### src/rtl/instr_fetch_if.sv
// Fetch-stage bus bundle: program memory port,
// redirect input and decoder-facing handshake.
interface instr_fetch_if #(
  parameter int width        = 5,
  parameter int addresswidth = 32
);
  logic [addresswidth-1:0] mem_addr;
  logic [width-1:0]        mem_data;
  logic                    jump_en;
  logic [addresswidth-1:0] jump_target;
  logic [width-1:0]        instr;
  logic [addresswidth-1:0] instr_pc;
  logic                    instr_valid;
  logic                    instr_ready;
  logic [addresswidth-1:0] pc;
  logic                    halted;

  modport slave (
    output mem_addr,
    input  mem_data,
    input  jump_en,
    input  jump_target,
    output instr,
    output instr_pc,
    output instr_valid,
    input  instr_ready,
    output pc,
    output halted
  );

  modport master (
    input  mem_addr,
    output mem_data,
    output jump_en,
    output jump_target,
    input  instr,
    input  instr_pc,
    input  instr_valid,
    output instr_ready,
    input  pc,
    input  halted
  );
endinterface

### src/rtl/instr_fetch.sv
// Multi-cycle instruction fetch: issue, capture,
// hold until accepted, stop on the halt opcode.
module instr_fetch #(
  parameter int              width        = 5,
  parameter int              addresswidth = 32,
  parameter logic [width-1:0] HALT_OPCODE = 5'b11111
) (
  input  logic          clk,
  input  logic          reset,
  instr_fetch_if.slave  bus
);

  typedef enum logic [1:0] {
    ISSUE,
    CAPTURE,
    VALID,
    HALT
  } state_e;

  localparam logic [addresswidth-1:0] PcOne =
    {{(addresswidth-1){1'b0}}, 1'b1};

  state_e                  state_q, state_d;
  logic [addresswidth-1:0] pc_q, pc_d;
  logic [width-1:0]        instr_q, instr_d;
  logic [addresswidth-1:0] ipc_q, ipc_d;

  always_ff @(posedge clk) begin
    if (reset) begin
      state_q <= ISSUE;
      pc_q    <= '0;
      instr_q <= '0;
      ipc_q   <= '0;
    end else begin
      state_q <= state_d;
      pc_q    <= pc_d;
      instr_q <= instr_d;
      ipc_q   <= ipc_d;
    end
  end

  always_comb begin
    state_d = state_q;
    pc_d    = pc_q;
    instr_d = instr_q;
    ipc_d   = ipc_q;
    unique case (state_q)
      ISSUE: begin
        if (bus.jump_en) begin
          pc_d    = bus.jump_target;
          state_d = ISSUE;
        end else begin
          state_d = CAPTURE;
        end
      end
      CAPTURE: begin
        if (bus.jump_en) begin
          pc_d    = bus.jump_target;
          state_d = ISSUE;
        end else begin
          instr_d = bus.mem_data;
          ipc_d   = pc_q;
          pc_d    = pc_q + PcOne;
          state_d = VALID;
        end
      end
      VALID: begin
        // a redirect wins over both holding and halting
        if (bus.jump_en) begin
          pc_d    = bus.jump_target;
          state_d = ISSUE;
        end else if (bus.instr_ready) begin
          state_d = (instr_q == HALT_OPCODE) ? HALT : ISSUE;
        end
      end
      HALT: begin
        state_d = HALT;
      end
      default: begin
        state_d = ISSUE;
      end
    endcase
  end

  assign bus.mem_addr    = pc_q;
  assign bus.pc          = pc_q;
  assign bus.instr       = instr_q;
  assign bus.instr_pc    = ipc_q;
  assign bus.instr_valid = (state_q == VALID);
  assign bus.halted      = (state_q == HALT);

endmodule

### src/flat_wrapper.sv
// flat-port wrapper written by rule: the top's interface ports become plain ports
module instr_fetch_flat 
#(
  parameter int              width        = 5,
  parameter int              addresswidth = 32,
  parameter logic [width-1:0] HALT_OPCODE = 5'b11111
)
  (clk, reset, bus_mem_addr, bus_mem_data, bus_jump_en, bus_jump_target, bus_instr, bus_instr_pc, bus_instr_valid, bus_instr_ready, bus_pc, bus_halted);
  instr_fetch_if #(.width(width), .addresswidth(addresswidth)) bus_i ();
  input  logic clk;
  input  logic reset;
  output wire logic [$bits(bus_i.mem_addr)-1:0] bus_mem_addr;
  input wire logic [$bits(bus_i.mem_data)-1:0] bus_mem_data;
  input wire logic [$bits(bus_i.jump_en)-1:0] bus_jump_en;
  input wire logic [$bits(bus_i.jump_target)-1:0] bus_jump_target;
  output wire logic [$bits(bus_i.instr)-1:0] bus_instr;
  output wire logic [$bits(bus_i.instr_pc)-1:0] bus_instr_pc;
  output wire logic [$bits(bus_i.instr_valid)-1:0] bus_instr_valid;
  input wire logic [$bits(bus_i.instr_ready)-1:0] bus_instr_ready;
  output wire logic [$bits(bus_i.pc)-1:0] bus_pc;
  output wire logic [$bits(bus_i.halted)-1:0] bus_halted;
  assign bus_mem_addr = bus_i.mem_addr;
  assign bus_i.mem_data = bus_mem_data;
  assign bus_i.jump_en = bus_jump_en;
  assign bus_i.jump_target = bus_jump_target;
  assign bus_instr = bus_i.instr;
  assign bus_instr_pc = bus_i.instr_pc;
  assign bus_instr_valid = bus_i.instr_valid;
  assign bus_i.instr_ready = bus_instr_ready;
  assign bus_pc = bus_i.pc;
  assign bus_halted = bus_i.halted;
  instr_fetch #(.width(width), .addresswidth(addresswidth), .HALT_OPCODE(HALT_OPCODE)) u_core (.clk(clk), .reset(reset), .bus(bus_i));
endmodule
### config.mk
export PLATFORM = sky130hd
export DESIGN_NAME = instr_fetch_flat
export DESIGN_NICKNAME = d
export VERILOG_FILES = /design/src/rtl/instr_fetch_if.sv /design/src/rtl/instr_fetch.sv /design/src/flat_wrapper.sv
export SDC_FILE = /design/constraint.sdc
export NUM_CORES = 1
export LEC_CHECK = 0
export ABC_CLOCK_PERIOD_IN_PS = 1850
export BUFFER_PORTS_ARGS = -buffer_cell sky130_fd_sc_hd__clkbuf_2
export CORE_UTILIZATION = 44
export DETAILED_ROUTE_END_ITERATION = 6
export GPL_ROUTABILITY_DRIVEN = 0
export GPL_TIMING_DRIVEN = 0
export PLACE_DENSITY = 0.85
export SYNTH_ARGS = -nofsm -noshare
export SYNTH_HDL_FRONTEND = slang
export SYNTH_SLANG_ARGS = --single-unit
### constraint.sdc
create_clock -name clk -period 1.85 [get_ports clk]
set_input_delay 0 -clock clk [delete_from_list [all_inputs] [get_ports clk]]
set_output_delay 0 -clock clk [all_outputs]
set_load 0.01 [all_outputs]
==> summary.txt <==
TritonCTS clock tree = done
worst vdd ir = 0.377 mV
initial core utilization = 0.453
max_slew headroom = 0.453
Worst path most repeated cell = buf_4
outcome = finished with violations
Layout Nets = 708
via count = 4,589
Antenna Nets Post-Route = 0
Netlist cell types = 55
maximum clock frequency = 0.540 GHz
R2R depth = 7
crit-path max FO = 5
MaxCap Viol Count = 0
Worst-Skew Late Latency = 0.35 ns
CP Class = reg -> reg
Hold Path End = u_core.bus.mem_addr[4]
area leader, netlist = dfxtp_1
Avg Cell Area, Syn = 7.84 um2
Final Skew = 0.00738 ns
YS warnings = 0
max-slew violations = 0
power consumption = 3610 uW
TritonCTS Buffers = 9
non-filler instance count after layout = 776
most common cell in the netlist = nand2_1
Hold Crit Class = in -> reg
CTS root buffer = clkbuf_8
worst path buffer plus inverter count = 2
first-pass GRT wire length = 19.6 mm
crit path launch type = flop
worst r2r dst = u_core.bus.mem_addr[31]
area grow syn2layout = 41.4%
number of global-route vias before repair = 4,034
total wire length = 13.2 mm
Async SR Flop Fraction = 0
Critical Path RT = 2.10 ns
type of destination of the critical path = flop
largest net degree at the start of global routing = 20
leakage = 0.00232 uW
min Tclk post-route = 1.85 ns
ant diodes = 0
Die Height = 93.8 um
synth cell count leaders = nand2_1 (89), dfxtp_1 (71), a21oi_1 (55), buf_4 (33), nor2_1 (29)
Syn Std Cell Area = 3710 um2
clk sinks = 71
RSZ-0062 raised after global routing = yes
hold depth = 3
slowest cell on the critical path = dfxtp_4
clock tree buffer depth = 2
ratio of cells with drive above 1 in the final layout = 0.408
Seq/Total Area, Yosys = 0.383
drc violations = 0
Seq cells post-synth = 71
dominant cells by area after synthesis = dfxtp_1 (38%), nand2_1 (9.0%), a21oi_1 (7.4%)
initial antenna violation count = 0
Core ar. = 8180 um2
failing checks = negative setup slack
Mapped Cells = 473
row cnt = 33
pre-CTS setup slack = -0.285 ns
GRT Total Usage = 0.289
share of the synthesized area in the top cell type = 0.383
CP Cell Sequence = buf_4 > nand4_4 > nor4_4 > buf_4 > nand4_1 > mux2i_1 > a211oi_1
Final Hold Vio Count = 0
Slew @ Worst Pin = 0.815 ns
setup violators final = 1
DR vias/cell = 5.91
Detailed Route Iter0 Violations = 585
Post-synth EDFFs = 0
CP delay by family, top = simple AND/OR/NAND/NOR gates
PwrDens = 688 nW/um2
H-tree depth reported by CTS = 3
syn nets = 515
global route overflow = 0
die area = 8800 um2
die width = 93.8 um
Ports = 144
hold_ws = 0.0130 ns
Critical R2R Launch = u_core.bus.mem_addr[1]
Avg WL per Cell = 17.0 um
final period utilization = 1.00
critical path data arrival time = 2.11 ns
worst setup margin = -0.00250 ns
Filler Cell Count = 661
number of instances in the placed design = 721
post-DP HPWL = 8.86 mm
Clk pin slew, worst setup/hold paths = 0.08 ns
reg2reg setup slack = -0.002 ns
DR pass1 iterations = 5
IO Port Bufs = 143
min-delay src = bus_jump_target[4]
Synth Flop Type = dfxtp_1
Max stage delay on crit path = 0.38 ns
==> cells in the final DEF (no fill, tap or decap), types with 3 or more instances in the layout <==
cell / n
clkbuf_2: 150
nand2_1: 88
a21oi_1: 55
buf_4: 52
dfxtp_1: 50
nor2_1: 26
o21ai_0: 25
dlygate4sd3_1: 23
dfxtp_2: 16
nor3_1: 15
clkbuf_1: 13
nand3_1: 11
clkbuf_8: 11
inv_1: 9
nand4_1: 9
a211oi_1: 8
o22ai_1: 7
mux2i_1: 6
clkinv_2: 5
a221oi_1: 5
a311oi_1: 5
dfxtp_4: 5
nand2_2: 4
and3_1: 4
and2_1: 3
nor2_4: 3
nand4_4: 3
and4_1: 3
nor4_4: 3
o221ai_1: 3
or3_1: 3
==> per-stage QoR <==
step / cell area [um2] / util / TNS [ns]
3_5_place_dp: 4560 / 0.557 / -7.89
3_3_place_gp: 4560 / 0.557 / -5.22
6_report: 5240 / 0.641 / -0.00250
5_1_grt: 5240 / 0.641 / -0.116
4_1_cts: 5070 / 0.620 / 0
2_1_floorplan: 3710 / - / 0
==> how the worst max path moves through the flow <==
stage	end	from	cells after the start	slack [ns]
4_1_cts	u_core.bus.mem_addr[16]	u_core.bus.mem_addr[3]	5	0.001
3_5_place_dp	u_core.bus.mem_addr[19]	u_core.state_q[0]	6	-0.28
3_3_place_gp	u_core.bus.mem_addr[19]	u_core.state_q[0]	6	-0.25
2_1_floorplan	u_core.bus.mem_addr[16]	u_core.bus.mem_addr[0]	6	0.04
6_report	u_core.bus.mem_addr[31]	u_core.bus.mem_addr[1]	7	-0.002
5_1_grt	u_core.bus.mem_addr[31]	u_core.bus.mem_addr[1]	7	-0.09
==> power by group <==
part           internal, uW  total [uW]  switching (uW)
clock network           552        1140             587
logic                   335         732             397
registers              1610        1730             129
==> layer usage <==
metal	up-vias	share of wire	global-route usage
met5	-	0	0
met4	0	0.055	0.149
met3	89	0.11	0.0696
met2	364	0.46	0.476
met1	2076	0.37	0.348
li1	2060	-	-
==> registers in the layout (all words and copies together), names as in the netlist <==
signal / count
u_core.bus.instr: 5
u_core.bus.instr_pc: 32
u_core.bus.mem_addr: 32
u_core.state_q: 2
==> worst register-to-register path: stages (launching register included) <==
cell and delay (ns):
dfxtp_4 0.38, buf_4 0.13, nand4_4 0.15, nor4_4 0.35
buf_4 0.18, nand4_1 0.11, mux2i_1 0.17, a211oi_1 0.29
==> area by class of cell <==
cell class	instances	area, um2	share of cell area
plain buffers	58	367	0.0699
clock buffers	12	155	0.0296
clock inverters	4	20.0	0.00382
inverters	11	42.5	0.00811
multi-input cells	331	1990	0.379
flip-flops and latches	71	1460	0.279
well taps	105	131	0.0251
repair buffers	184	1080	0.206
==> logic make-up (layout without fill, tap and decap cells) <==
family | count (synthesis) | after routing | share of synthesized area
and+or+nand+nor | 191 | 191 | 0.261
AOI/OAI and AO/OA | 131 | 131 | 0.224
DFF | 71 | 71 | 0.383
buffers and inverters | 71 | 269 | 0.106
muxes | 8 | 8 | 0.0223
adders and majority gates | 1 | 1 | 0.00337
==> what timing repair did <==
item / in CTS / in global routing
setup buffers: 3 / 15
endpoints found under the setup margin: 66 / 55
hold buffers: 23 / 0
endpoints found under the hold margin: 23 / 0
pin swaps: 4 / 6
resized for setup: 30 / 33
(Power assumes the default switching activity.)
